==> src/rtl/alu_seq_pkg.sv <==
// Shared types for the ALU command sequencer: op codes, ALU function codes,
// FSM states and the queued command record.
package alu_seq_pkg;

  typedef enum logic [3:0] {
    OP_ADD   = 4'd0,
    OP_SUB   = 4'd1,
    OP_EQ    = 4'd2,
    OP_LT    = 4'd3,
    OP_LE    = 4'd4,
    OP_AND   = 4'd5,
    OP_OR    = 4'd6,
    OP_XOR   = 4'd7,
    OP_PASSA = 4'd8,
    OP_SLL   = 4'd9,
    OP_SRL   = 4'd10,
    OP_SRA   = 4'd11
  } op_e;

  localparam logic [5:0] FN_NONE  = 6'b000000;
  localparam logic [5:0] FN_ADD   = 6'b010000;
  localparam logic [5:0] FN_SUB   = 6'b010001;
  localparam logic [5:0] FN_EQ    = 6'b000010;
  localparam logic [5:0] FN_LT    = 6'b000100;
  localparam logic [5:0] FN_LE    = 6'b000110;
  localparam logic [5:0] FN_AND   = 6'b101000;
  localparam logic [5:0] FN_OR    = 6'b101110;
  localparam logic [5:0] FN_XOR   = 6'b100110;
  localparam logic [5:0] FN_PASSA = 6'b101010;
  localparam logic [5:0] FN_SLL   = 6'b110000;
  localparam logic [5:0] FN_SRL   = 6'b110001;
  localparam logic [5:0] FN_SRA   = 6'b110011;

  typedef enum logic [1:0] {
    ST_IDLE  = 2'd0,
    ST_DRIVE = 2'd1,
    ST_RESP  = 2'd2
  } state_e;

  typedef struct packed {
    logic [3:0]  op;
    logic [31:0] a;
    logic [31:0] b;
    logic        chain;
    logic [3:0]  tag;
  } cmd_t;

  function automatic logic [5:0] op_to_fn(input logic [3:0] op);
    case (op)
      OP_ADD:   return FN_ADD;
      OP_SUB:   return FN_SUB;
      OP_EQ:    return FN_EQ;
      OP_LT:    return FN_LT;
      OP_LE:    return FN_LE;
      OP_AND:   return FN_AND;
      OP_OR:    return FN_OR;
      OP_XOR:   return FN_XOR;
      OP_PASSA: return FN_PASSA;
      OP_SLL:   return FN_SLL;
      OP_SRL:   return FN_SRL;
      OP_SRA:   return FN_SRA;
      default:  return FN_NONE;
    endcase
  endfunction

  function automatic logic op_legal(input logic [3:0] op);
    return op <= 4'd11;
  endfunction

endpackage

==> src/rtl/alu_cmd_fifo.sv <==
// Synchronous command queue; pointers carry one wrap bit so full and empty
// are distinguishable without a separate counter.
module alu_cmd_fifo
  import alu_seq_pkg::*;
#(
  parameter int FIFO_DEPTH = 4
) (
  input  logic clk,
  input  logic rst_n,
  input  logic push,
  input  logic pop,
  input  cmd_t wdata,
  output cmd_t rdata,
  output logic full,
  output logic empty
);
  localparam int AW = $clog2(FIFO_DEPTH);

  cmd_t          mem_q [FIFO_DEPTH];
  logic [AW:0]   wptr_q, wptr_d;
  logic [AW:0]   rptr_q, rptr_d;
  logic          do_push, do_pop;

  assign empty   = (wptr_q == rptr_q);
  assign full    = (wptr_q[AW] != rptr_q[AW]) && (wptr_q[AW-1:0] == rptr_q[AW-1:0]);
  assign do_push = push & ~full;
  assign do_pop  = pop & ~empty;
  assign rdata   = mem_q[rptr_q[AW-1:0]];

  always_comb begin
    wptr_d = do_push ? wptr_q + {{AW{1'b0}}, 1'b1} : wptr_q;
    rptr_d = do_pop  ? rptr_q + {{AW{1'b0}}, 1'b1} : rptr_q;
  end

  always_ff @(posedge clk) begin
    if (!rst_n) begin
      wptr_q <= '0;
      rptr_q <= '0;
    end else begin
      wptr_q <= wptr_d;
      rptr_q <= rptr_d;
    end
  end

  always_ff @(posedge clk) begin
    if (do_push) mem_q[wptr_q[AW-1:0]] <= wdata;
  end

endmodule

==> src/rtl/alu_seq.sv <==
// Command sequencer for an external combinational ALU: queues commands,
// drives one ALU operation per command and returns tagged responses.
module alu_seq
  import alu_seq_pkg::*;
#(
  parameter int FIFO_DEPTH = 4
) (
  input  logic        clk,
  input  logic        rst_n,
  input  logic        cmd_valid,
  output logic        cmd_ready,
  input  logic [3:0]  cmd_op,
  input  logic [31:0] cmd_a,
  input  logic [31:0] cmd_b,
  input  logic        cmd_chain,
  input  logic [3:0]  cmd_tag,
  output logic [31:0] alu_a,
  output logic [31:0] alu_b,
  output logic [5:0]  alu_fn,
  input  logic [31:0] alu_out,
  output logic        rsp_valid,
  input  logic        rsp_ready,
  output logic [31:0] rsp_data,
  output logic [3:0]  rsp_tag,
  output logic        rsp_zero,
  output logic        rsp_err,
  output logic        busy
);
  cmd_t        wr_cmd, head;
  logic        fifo_full, fifo_empty, fifo_push, fifo_pop;
  state_e      state_q;
  logic [31:0] acc_q;
  logic [31:0] alu_a_q, alu_b_q, drv_a_d;
  logic [5:0]  alu_fn_q, drv_fn_d;
  logic        legal_q;
  logic [3:0]  tag_q;
  logic        rsp_valid_q, rsp_zero_q, rsp_err_q;
  logic [31:0] rsp_data_q;
  logic [3:0]  rsp_tag_q;

  assign wr_cmd    = '{op: cmd_op, a: cmd_a, b: cmd_b, chain: cmd_chain, tag: cmd_tag};
  assign cmd_ready = rst_n & ~fifo_full;
  assign fifo_push = cmd_valid & cmd_ready;
  // The head is consumed exactly when the FSM is about to enter DRIVE.
  assign fifo_pop  = ~fifo_empty & ((state_q == ST_IDLE) | ((state_q == ST_RESP) & rsp_ready));

  alu_cmd_fifo #(.FIFO_DEPTH(FIFO_DEPTH)) u_fifo (
    .clk   (clk),
    .rst_n (rst_n),
    .push  (fifo_push),
    .pop   (fifo_pop),
    .wdata (wr_cmd),
    .rdata (head),
    .full  (fifo_full),
    .empty (fifo_empty)
  );

  always_comb begin
    drv_a_d  = head.chain ? acc_q : head.a;
    drv_fn_d = op_to_fn(head.op);
  end

  always_ff @(posedge clk) begin
    if (!rst_n) begin
      state_q     <= ST_IDLE;
      acc_q       <= '0;
      alu_a_q     <= '0;
      alu_b_q     <= '0;
      alu_fn_q    <= '0;
      legal_q     <= 1'b0;
      tag_q       <= '0;
      rsp_valid_q <= 1'b0;
      rsp_data_q  <= '0;
      rsp_tag_q   <= '0;
      rsp_zero_q  <= 1'b0;
      rsp_err_q   <= 1'b0;
    end else begin
      // ALU operands are non-zero only in the cycle following a pop, i.e. DRIVE.
      if (fifo_pop) begin
        alu_a_q  <= drv_a_d;
        alu_b_q  <= head.b;
        alu_fn_q <= drv_fn_d;
        legal_q  <= op_legal(head.op);
        tag_q    <= head.tag;
      end else begin
        alu_a_q  <= '0;
        alu_b_q  <= '0;
        alu_fn_q <= '0;
      end
      case (state_q)
        ST_IDLE: if (fifo_pop) state_q <= ST_DRIVE;
        ST_DRIVE: begin
          rsp_valid_q <= 1'b1;
          rsp_tag_q   <= tag_q;
          state_q     <= ST_RESP;
          if (legal_q) begin
            rsp_data_q <= alu_out;
            rsp_zero_q <= (alu_out == 32'd0);
            rsp_err_q  <= 1'b0;
            acc_q      <= alu_out;
          end else begin
            rsp_data_q <= '0;
            rsp_zero_q <= 1'b1;
            rsp_err_q  <= 1'b1;
          end
        end
        ST_RESP: begin
          if (rsp_ready) begin
            rsp_valid_q <= 1'b0;
            state_q     <= fifo_pop ? ST_DRIVE : ST_IDLE;
          end
        end
        default: state_q <= ST_IDLE;
      endcase
    end
  end

  assign alu_a     = alu_a_q;
  assign alu_b     = alu_b_q;
  assign alu_fn    = alu_fn_q;
  assign rsp_valid = rsp_valid_q;
  assign rsp_data  = rsp_data_q;
  assign rsp_tag   = rsp_tag_q;
  assign rsp_zero  = rsp_zero_q;
  assign rsp_err   = rsp_err_q;
  assign busy      = ~fifo_empty | (state_q != ST_IDLE);

endmodule

==> config.mk <==
export PLATFORM = sky130hd
export DESIGN_NAME = alu_seq
export DESIGN_NICKNAME = d
export VERILOG_FILES = /design/src/rtl/alu_seq_pkg.sv /design/src/rtl/alu_cmd_fifo.sv /design/src/rtl/alu_seq.sv
export SDC_FILE = /design/constraint.sdc
export NUM_CORES = 1
export LEC_CHECK = 0
export ABC_AREA = 1
export ABC_CLOCK_PERIOD_IN_PS = 7000
export BUFFER_PORTS_ARGS = -buffer_cell sky130_fd_sc_hd__buf_2
export CAP_MARGIN = 20
export CORE_AREA = 2 2 173 175
export CTS_BUF_LIST = sky130_fd_sc_hd__clkbuf_16
export CTS_CLUSTER_DIAMETER = 100
export DETAILED_ROUTE_END_ITERATION = 16
export DIE_AREA = 0 0 175 177
export PLACE_DENSITY = 0.8
export SYNTH_ARGS = -nofsm -noshare
export SYNTH_HDL_FRONTEND = slang
export SYNTH_SLANG_ARGS = --single-unit
==> constraint.sdc <==
create_clock -name clk -period 7 [get_ports clk]
set_input_delay 1.4 -clock clk [delete_from_list [all_inputs] [get_ports clk]]
set_output_delay 1.4 -clock clk [all_outputs]
set_load 0.02 [all_outputs]
## Yosys cells after proc, flatten, opt, wreduce, memory -nomap -nowiden

Memories as Yosys holds them, arrays and structs flattened. A register that Yosys moved wholly into a read port is not among the register bits.
Cells that the tools add are included.

- Memory bits (writable): 292
- Output and inout port bits: 111
- Register bits after elaboration: 148
- Bits in read-only memories: 96
- Memories: 2
- Logic and storage cells: 59

Memories:

| memory | words | bits a word | rd ports | clocked after memory_dff | write ports | RTL line | RTL |
|---|---|---|---|---|---|---|---|
| u_fifo.mem_q | 4 | 73 | 1 | 1 | 1 | alu_cmd_fifo.sv:19 | `cmd_t mem_q [FIFO_DEPTH];` |
| (name not given) | 16 | 6 | 1 | 1 | 0 | alu_seq_pkg.sv:49 | `case (op)` |

- Reduce and logical (&&, ||, !) cells: 10
- Eq/ne operators: 7
- Magnitude comparators: 1
- $add $sub $neg: 2
- Muxes and demuxes: 14
- Bitwise logic cells: 10

Operator list:

| kind | number |
|---|---|
| 32-bit 2-to-1 mux | 2 |
| 32-bit logical NOT | 1 |
| 2-bit 2-to-1 mux | 4 |
| 2-bit AND reduction | 4 |
| 3-bit by 1-bit adder with 3-bit output, second input constant | 2 |
| 1-bit bitwise AND | 6 |
| 1-bit 2-to-1 mux | 6 |
| 2-bit case mux with 3 select lines | 1 |
| 4-bit <= comparator, second input constant | 1 |
| 2-bit inequality test, second input constant | 2 |
| 2-bit nonzero test | 2 |
| 3-bit equality test | 1 |
| 2-bit by 1-bit equality test with 1-bit output, second input constant | 1 |
| 2-bit equality test | 1 |
| 2-bit equality test, second input constant | 1 |
| 2-bit logical NOT | 1 |
| 1-bit NOT | 2 |
| 1-bit bitwise OR | 2 |
| 1-bit case mux with 2 select lines | 1 |
| 1-bit logical AND | 1 |
| 1-bit logical NOT | 1 |
| 1-bit inequality test | 1 |

## Logic depth before layout (Yosys ltp)

- Depth after elaboration: 8
- Mapped depth: 13

## Hierarchy

Synthesis repeated with hierarchy kept, for this count alone.

- Cell total of the unflattened synthesis: 1400
- Area, all modules: 16345.7 sq um

By module, submodules not included:

| module | seq. area each (sq um) | cells an instance | area an instance (sq um) | times used |
|---|---|---|---|---|
| alu_cmd_fifo | 8928.6 | 781 | 11313.4 | 1 |
| alu_seq | 2962.8 | 619 | 5032.3 | 1 |

## Least setup slack after synthesis

No wires, ideal clock.

- Kind: in2reg
- Start point: input port rst_n
- End point: memory u_fifo.mem_q[0][0] (netlist bit) (enable)
- Stages on the path: 3
- Required time: 6495 ps
- Setup time: 505 ps
- Arrival time: 4836 ps
- Path buffers: 1
- Slack: 1659 ps
- Cell sequence: buf_2 nand3_1 nor2_1

- Longest elaborated chain between the ends: 5

RTL lines:

| item | RTL line | RTL |
|---|---|---|
| start: declaration | alu_seq.sv:9 | `input logic rst_n,` |
| 1-bit bitwise AND | alu_seq.sv:42 | `assign cmd_ready = rst_n & ~fifo_full;` |
| 1-bit bitwise AND | alu_seq.sv:43 | `assign fifo_push = cmd_valid & cmd_ready;` |
| 1-bit bitwise AND | alu_cmd_fifo.sv:26 | `assign do_push = push & ~full;` |
| 1-bit 2-to-1 mux | alu_cmd_fifo.sv:46 | `if (do_push) mem_q[wptr_q[AW-1:0]] <= wdata;` |
| 1-bit 2-to-1 mux (not written as such) | alu_cmd_fifo.sv:46 |  |
| end: declaration | alu_cmd_fifo.sv:19 |  |

No other way between the ends.

## Final worst setup path

- Start point: input port rst_n
- End point: output port cmd_ready

- Longest elaborated chain between the ends: 1

RTL lines:

| item | RTL line | RTL |
|---|---|---|
| 1-bit bitwise AND | alu_seq.sv:42 |  |
| end: declaration | alu_seq.sv:11 | `output logic cmd_ready,` |

No other way between the ends.

==> flow_summary.ini <==
[global_route]
grt_usage = 0.232
grt-ovfl-total = 0
use_met1 = 0.321
grt_max_degree = 96
antenna_found_initial = 15
grt_pass1_wl_um = 56400
grt_pass1_vias = 10600
use_met3 = 0.0485
use_met2 = 0.377
top_usage_layer = met2

[clock_network]
clkLatencyLatePin_ps = 530
clock_sinks = 448
post_cts_buffers = 0
ctsHtreeMaxLevel = 2
cts_hold_buf = 0
cts_tree = yes
cts_buffers = 43
post_cts_resized = 0
clk_pin_slew_ps = 60
cts_buffer_depth = 3
cts_root_buffer = clkbuf_16

[sta]
finalSetupTns_ps = 0
slew_headroom = 0.365
period_needed_ps = 3340
period_share = 0.477
setup-violations-final = 0
hold_violations = 0
worstMarginPinSlew_ps = 952
fmax_ghz = 0.300
fin_skew_ps = 16.7
slew_violations = 0
rsz0062_at_grt = no

[layout]
postLayoutCellArea_um2 = 19100
syn_to_final_growth_pct = 16.3
final_nets = 1744
final_cell_mix = edfxtp_1 (292), nor2_1 (272), buf_2 (218), nand2_1 (184), dfxtp_1 (154)
layout_commonest_cell = edfxtp_1
layout-drive-gt1-share = 0.203

[logic_synthesis]
synth_top_flop_cell = edfxtp_1
synth_nets = 1551
postSynthAreaPerCell_um2 = 11.5
synth-edff-count = 292
synth.yosys.seq_area_share = 0.722
netlist_area_um2 = 16500
yosysWarnings = 0
synthDistinctLibCells = 31
async_reset_ff_frac = 0
syn_inst = 1433
ys_ff_latch = 448

[floorplanning]
die_w_um = 175
die-height_um = 177
dieArea_um2 = 31000
rows = 63
initial_core_util = 0.563
coreArea_um2 = 29200
pin_count = 220

[placement]
placed_area_um2 = 17700
hpwl_um = 22200
portBuffers = 219
place_congestion = 0.868

[worst_setup_path]
crit_type = primary input to output pin
slowest_stage = buf_4
start_kind = primary input
cp_cell_sequence = buf_4 -> nand2_1 -> inv_1 -> buf_2
worst-path-buf-inv = 3
cp-end-kind = output pin
crit_fanout = 18
cp.arrival_ps = 1940
cp_data_required_time_ps = 5600
rr_worst_depth = 9
critPathMaxStageDelay_ps = 210
rrSetupSlack_ps = 3980
critPathTopFamily = buffers and inverters
r2r-end = alu_fn[1]

[detailed_routing]
ant_nets = 0
wirelength_um = 36400
drtIter0Drc = 1180
drt_pass1_iterations = 5
via_per_inst = 5.45
vias = 11200
drc = 0
wl_per_cell_um = 17.7

[min_path]
min_path_cells = 2
worstHoldEndpoint = rsp_tag[0]
min_path_type = flop to flop
holdCritStartpoint = tag_q[0]

[flow_run]
drv_cap = 0

[status]
status = complete, no violations

[power]
irDropWorstVdd_mv = 0.301
power_density_nw_per_um2 = 378
p_leak_nw = 7.58
## cell usage after synthesis, types with 3 or more instances
cell,instances,share of area
clkbuf_1,27,0.0062
buf_4,3,0.0014
o21ai_0,144,0.044
edfxtp_1,292,0.53
nand3_1,113,0.034
ha_1,9,0.0068
nor2_1,276,0.063
nand2_1,184,0.042
a21oi_2,10,0.0053
buf_6,15,0.010
nand4_1,3,0.0011
dfxtp_1,156,0.19
buf_1,8,0.0018
inv_1,23,0.0052
nand2_2,6,0.0023
nand3_2,4,0.0024
buf_2,29,0.0088
inv_2,9,0.0021
a21oi_1,71,0.022
o21ai_1,32,0.0097
o22ai_1,4,0.0015
## layout make-up
| type | instances | area, um2 |
|---|---|---|
| Sequential cell | 448 | 11900 |
| Clock buffer | 46 | 1150 |
| Clock inverter | 33 | 272 |
| Antenna cell | 9 | 22.5 |
| Tap cell | 390 | 488 |
| Fill cell | 2181 | 10100 |
| Multi-Input combinational cell | 867 | 3980 |
| Inverter | 35 | 136 |
| Timing Repair Buffer | 231 | 1190 |
## worst max-delay path by stage
stage / start / endpoint / slack [ps] / cells past startpoint
6_report: rst_n / cmd_ready / 3660 / 4
5_1_grt: rst_n / u_fifo.mem_q[3][36] / 3580 / 4
4_1_cts: rst_n / cmd_ready / 3660 / 4
3_5_place_dp: rst_n / u_fifo.mem_q[3][57] / 3180 / 4
3_3_place_gp: rst_n / u_fifo.mem_q[3][35] / 3280 / 4
2_1_floorplan: rst_n / u_fifo.mem_q[0][0] / 1660 / 3
## sequential cells by signal, summed over array words and instances (netlist names), named ones only
signal         cells
acc_q             32
alu_a             32
alu_b             32
alu_fn             6
legal_q            1
rsp_data          32
rsp_err            1
rsp_tag            4
rsp_valid          1
rsp_zero           1
state_q            2
tag_q              4
u_fifo.mem_q     292
u_fifo.rptr_q      3
u_fifo.wptr_q      3
## tightest hold or removal path, stage by stage (launching register included)
cell and delay (ps):
dfxtp_1 300, inv_1 60, a21oi_1 60
## per-stage QoR
stage | util | worst slack, ps | power, mW | hold WS [ps] | cells
6_report | 0.654 | 3660 | 7.23 | 451 | 2059
5_1_grt | 0.654 | 3580 | 7.58 | 475 | 2054
4_1_cts | 0.654 | 3660 | 7.26 | 451 | 2050
3_5_place_dp | 0.605 | 3180 | 4.96 | 443 | 1971
3_3_place_gp | 0.605 | 3280 | 4.91 | 437 | 1971
2_1_floorplan | - | 1660 | 4.51 | 430 | 1433
## per-layer routing
layer,vias to the layer above,share of wire
met3,67,0.078
met5,-,0.0018
met2,442,0.48
met1,5355,0.42
li1,5336,-
met4,12,0.020
## kinds of logic after synthesis
kind of cell / Yosys count / share of synthesized area
simple gates: 592 / 0.148
buf+inv: 118 / 0.0379
fa+ha+maj: 9 / 0.00684
flops: 448 / 0.722
compound gates: 264 / 0.0833
xor+xnor: 2 / 0.00106
## power breakdown
| group | internal (mW) | leakage [nW] | total, mW | switching [mW] |
|---|---|---|---|---|
| logic | 0.472 | 2.92 | 1.67 | 1.20 |
| registers | 3.08 | 3.92 | 3.25 | 0.173 |
| clock network | 1.37 | 0.737 | 2.31 | 0.944 |
| total | 4.92 | 7.58 | 7.23 | 2.31 |
Power figures use the tool's default switching activity.
